**config.mk**
```make
export PLATFORM = sky130hd
export DESIGN_NAME = mem_port_arbiter
export DESIGN_NICKNAME = d
export VERILOG_FILES = /design/src/rtl/mem_port_arbiter.sv
export SDC_FILE = /design/constraint.sdc
export NUM_CORES = 1
export LEC_CHECK = 0
export ABC_AREA = 0
export BUFFER_PORTS_ARGS = -buffer_cell sky130_fd_sc_hd__buf_2
export CORE_AREA = 3 3 104 106
export DETAILED_ROUTE_END_ITERATION = 10
export DIE_AREA = 0 0 107 109
export HOLD_SLACK_MARGIN = 0.05
export PLACE_DENSITY = 0.78
export RECOVER_POWER = 100
export SYNTH_ARGS = -nofsm -noshare
export SYNTH_HDL_FRONTEND = slang
export SYNTH_SLANG_ARGS = --single-unit
```
**constraint.sdc**
```tcl
create_clock -name clk -period 1.6 [get_ports clk]
set_input_delay 0.08 -clock clk [delete_from_list [all_inputs] [get_ports clk]]
set_output_delay 0.08 -clock clk [all_outputs]
set_load 0.02 [all_outputs]
```
**src/rtl/mem_port_arbiter.sv**
```systemverilog
// rtl/mem_port_arbiter.sv - fetch/data arbiter for a single-port word-addressed memory
module mem_port_arbiter #(
    parameter int MAX_DATA_STREAK = 4
) (
    input  logic        clk,
    input  logic        rst,
    input  logic        i_req_valid,
    output logic        i_req_ready,
    input  logic [31:0] i_req_addr,
    output logic        i_rsp_valid,
    input  logic        i_rsp_ready,
    output logic [31:0] i_rsp_data,
    input  logic        d_req_valid,
    output logic        d_req_ready,
    input  logic [31:0] d_req_addr,
    input  logic        d_req_we,
    input  logic [31:0] d_req_wdata,
    output logic        d_rsp_valid,
    input  logic        d_rsp_ready,
    output logic [31:0] d_rsp_rdata,
    output logic        d_rsp_err,
    output logic [31:0] mem_address,
    output logic [31:0] mem_write_data,
    output logic        mem_write_enable,
    input  logic [31:0] mem_read_data
);

    typedef enum logic {
        EMPTY = 1'b0,
        FULL  = 1'b1
    } slot_t;

    localparam logic [3:0] MAX_STREAK = 4'(MAX_DATA_STREAK);

    slot_t       i_slot;
    slot_t       d_slot;
    logic [3:0]  streak;
    logic        i_elig;
    logic        d_elig;
    logic        grant_i;
    logic        grant_d;
    logic        d_misaligned;

    assign i_rsp_valid = (i_slot == FULL);
    assign d_rsp_valid = (d_slot == FULL);

    // Eligibility, priority with starvation guard, and the memory bus for the granted port
    always_comb begin
        i_elig           = !rst && i_req_valid && ((i_slot == EMPTY) || i_rsp_ready);
        d_elig           = !rst && d_req_valid && ((d_slot == EMPTY) || d_rsp_ready);
        grant_d          = d_elig && !(i_elig && (streak == MAX_STREAK));
        grant_i          = i_elig && !grant_d;
        i_req_ready      = grant_i;
        d_req_ready      = grant_d;
        d_misaligned     = (d_req_addr[1:0] != 2'b00);
        mem_address      = 32'h0;
        mem_write_data   = 32'h0;
        mem_write_enable = 1'b0;
        if (grant_d) begin
            mem_address      = d_req_addr;
            mem_write_data   = d_req_wdata;
            mem_write_enable = d_req_we && !d_misaligned;
        end else if (grant_i) begin
            mem_address = i_req_addr;
        end
    end

    // Fetch response slot: capture read data on accept, release on handshake
    always_ff @(posedge clk) begin
        if (rst) begin
            i_slot     <= EMPTY;
            i_rsp_data <= 32'h0;
        end else if (grant_i) begin
            i_slot     <= FULL;
            i_rsp_data <= mem_read_data;
        end else if ((i_slot == FULL) && i_rsp_ready) begin
            i_slot <= EMPTY;
        end
    end

    // Data response slot: writes return zero, misaligned accesses return an error
    always_ff @(posedge clk) begin
        if (rst) begin
            d_slot      <= EMPTY;
            d_rsp_rdata <= 32'h0;
            d_rsp_err   <= 1'b0;
        end else if (grant_d) begin
            d_slot      <= FULL;
            d_rsp_err   <= d_misaligned;
            d_rsp_rdata <= (d_misaligned || d_req_we) ? 32'h0 : mem_read_data;
        end else if ((d_slot == FULL) && d_rsp_ready) begin
            d_slot <= EMPTY;
        end
    end

    // Count data grants taken while fetch is waiting; any fetch grant resets the count
    always_ff @(posedge clk) begin
        if (rst) begin
            streak <= 4'h0;
        end else if (grant_i) begin
            streak <= 4'h0;
        end else if (grant_d && i_req_valid && (streak < MAX_STREAK)) begin
            streak <= streak + 4'h1;
        end
    end

endmodule

```
==> results.json <==
{
  "outcome": "complete, but fails checks",
  "violations": "setup timing",
  "maxSlewViolCount": 0,
  "clock_sinks": 71,
  "syn_inst": 406,
  "hpwl_mm": 10.0,
  "port_buffers": 268,
  "pwr-share-clk_pct": 32.8,
  "htree_num_levels": 3,
  "maxCapViolCount": 0,
  "hold_class": "in -> reg",
  "post_drt_via_cell_ratio": 5.40,
  "final_common_cell": "buf_2",
  "grt_antenna_before_repair": 0,
  "dr.pass1.iters": 5,
  "grt_max_degree": 44,
  "routabilityCongestion": 0.903,
  "required_ns": 1.52,
  "p_seq_share_pct": 39.1,
  "drive_gt1_share_pct": 52.8,
  "relSlewSlack_pct": 64.2,
  "rows": 36,
  "crit_type": "reg -> out",
  "dieWidth_um": 107,
  "crit_path_start_kind": "flip-flop",
  "power.switching_uw": 1400,
  "antenna_left": 0,
  "drc": 0,
  "max_freq_mhz": 475,
  "cts_tree": "yes",
  "fin_nets": 866,
  "synth_seq_area_share_pct": 43.6,
  "ir_drop_v": 0.000379,
  "cts_root_buf": "clkbuf_8",
  "syn_nets": 543,
  "layout.cells.non_filler": 866,
  "finalHoldViolations": 0,
  "rsz0062_at_grt": "yes",
  "clock_path_buffers": 2,
  "dp_cells": 784,
  "fin_ws_ns": -0.507,
  "path_max_fanout": 9,
  "power.internal_uw": 3350,
  "setup_violations": 137,
  "num_antenna_cells": 0,
  "num_vias": 4678,
  "clk_latency_ns": 0.33,
  "cellLeakagePower_uw": 0.00298,
  "grtUsageTotal_pct": 29.5,
  "pwr-share-comb_pct": 28.2,
  "mostFrequentLayoutCells": "buf_2 (141), buf_6 (73), dfxtp_1 (69), clkbuf_1 (68), a21oi_1 (47)",
  "cellPowerDensity_nw_per_um2": 685,
  "dr.first_iter.drc_count": 331,
  "place_area_um2": 5100,
  "wl_per_cell_um": 20.7,
  "regArea_um2": 1420,
  "period_minus_slack_ns": 2.11,
  "yosysUniqueCellTypes": 28,
  "clk_pin_slew_ns": 0.07,
  "fp.dieH_um": 109,
  "grt_pass1_wl_mm": 26.7,
  "syn-cell-area_um2": 3260,
  "wl_mm": 18.0,
  "period_share_pct": 132,
  "sw_frac_of_total_pct": 29.5,
  "synth.avg_cell_area_um2": 8.04,
  "final_area_um2": 6930,
  "worstSetupEndpointType": "output pin",
  "start_util_pct": 33.1,
  "core_um2": 9860,
  "synthToLayoutAreaGrowth_pct": 112,
  "worst_ep_arrival_time_ns": 2.03,
  "ys_seq_elements": 71,
  "design.die.area_um2": 11700,
  "num_io_pins": 269,
  "ys_warn_count": 0,
  "overflow": 0,
  "first_global_vias": 4879,
  "fillers": 731,
  "finClkSkew_ns": 0.0133,
  "multi_input_area_um2": 2250,
  "cts_buffers": 9,
  "tightest_slew_ns": 0.536
}
==> metrics by stage <==
stage | hold slack (ns) | TNS, ns | util (%) | total power, µW | setup WS [ns]
after floorplan | 0.216 | -1.88 | - | 2430 | -0.0994
after global placement | 0.336 | -5.07 | 51.7 | 2820 | -0.116
after detailed placement | 0.344 | -9.76 | 51.7 | 2840 | -0.155
after CTS | 0.106 | -40.53 | 69.7 | 4680 | -0.499
after global routing | 0.137 | -48.99 | 70.2 | 4920 | -0.580
final | 0.143 | -37.08 | 70.2 | 4750 | -0.507
==> logic make-up after synthesis <==
logic type | share of synthesized area, %
xor gates and xnor gates | 0.268
buffers and inverters | 6.33
AOI/OAI and AO/OA | 25.0
adders and majority gates | 0.767
DFF | 43.6
muxes | 0.307
and+or+nand+nor | 23.7
==> path summary, 6_finish.rpt <==
kind	startpoint	endpoint	slack, ns	cells after the start
max	streak[1]	mem_address[5]	-0.51	9
min	d_rsp_ready	d_rsp_valid	0.14	3
max reg2reg	streak[1]	d_rsp_rdata[30]	-0.22	11
min reg2reg	i_rsp_data[1]	i_rsp_data[1]	0.46	2
==> cells in the mapped netlist <==
cell,count,area (µm²)
o22ai_1,1,6.26
inv_2,1,3.75
clkbuf_1,29,109
nand3_1,2,10.0
nand4_1,32,200
ha_1,2,25.0
nor2_1,2,7.51
o311ai_4,1,26.3
nand2b_1,2,12.5
nor2_4,1,11.3
xnor2_1,1,8.76
nor2b_1,3,18.8
mux2i_1,1,10.0
a22o_1,32,280
nor3b_1,2,15.0
nand2_1,65,244
dfxtp_1,71,1420
a31oi_1,1,6.26
inv_1,2,7.51
buf_2,15,75.1
and3b_1,1,8.76
and3_1,34,213
nor3_1,4,20.0
o21ai_0,32,160
nand2b_4,1,13.8
buf_6,1,11.3
a21oi_1,66,330
a211oi_1,1,7.51
==> routing by layer <==
layer / GRT usage [%] / wire length [µm] / vias up
met4: 9.13 / 523 / 0
met2: 52.8 / 9110 / 300
met3: 7.52 / 1480 / 57
met5: 0 / 0 / -
li1: - / - / 2116
met1: 34.8 / 6850 / 2205
==> registers in the layout, summed over array words and instances (netlist names) <==
register,flops
d_rsp_valid,1
d_rsp_err,1
i_rsp_valid,1
d_rsp_rdata,32
streak,4
i_rsp_data,32
==> power by group through the flow <==
stage / sequential, µW / clock, µW / combinational, µW
after floorplan: 1940 / 0 / 483
after global placement: 1880 / 0 / 935
after detailed placement: 1880 / 0 / 954
after CTS: 1850 / 1580 / 1260
after global routing: 1860 / 1660 / 1400
final: 1850 / 1560 / 1340
==> repair_timing <==
action                                  4_1_cts  5_1_grt
setup buffers                                21        6
endpoints found under the setup margin      137      137
pin swaps                                   109       25
gates cloned                                 16        1
hold endpoints to repair                     63        0
hold buffers                                 32        0
gates resized for setup                     184       61
==> final cells by class <==
type / count / share of cell area [%]
sequential: 71 / 20.6
tap: 133 / 2.40
multi-input combinational: 287 / 32.5
inverter: 3 / 0.163
timing repair buffer: 357 / 41.4
clock buffer: 10 / 1.84
clock inverter: 5 / 1.21
==> critical path, stage by stage, from the launching register on <==
cell and delay [ns]:
dfxtp_2 0.33, inv_2 0.07, ha_4 0.12, and3b_2 0.24, and3_4 0.22, nor2_4 0.05
buf_12 0.13, buf_16 0.14, a22o_4 0.26, buf_6 0.13
(Power assumes the default switching activity.)
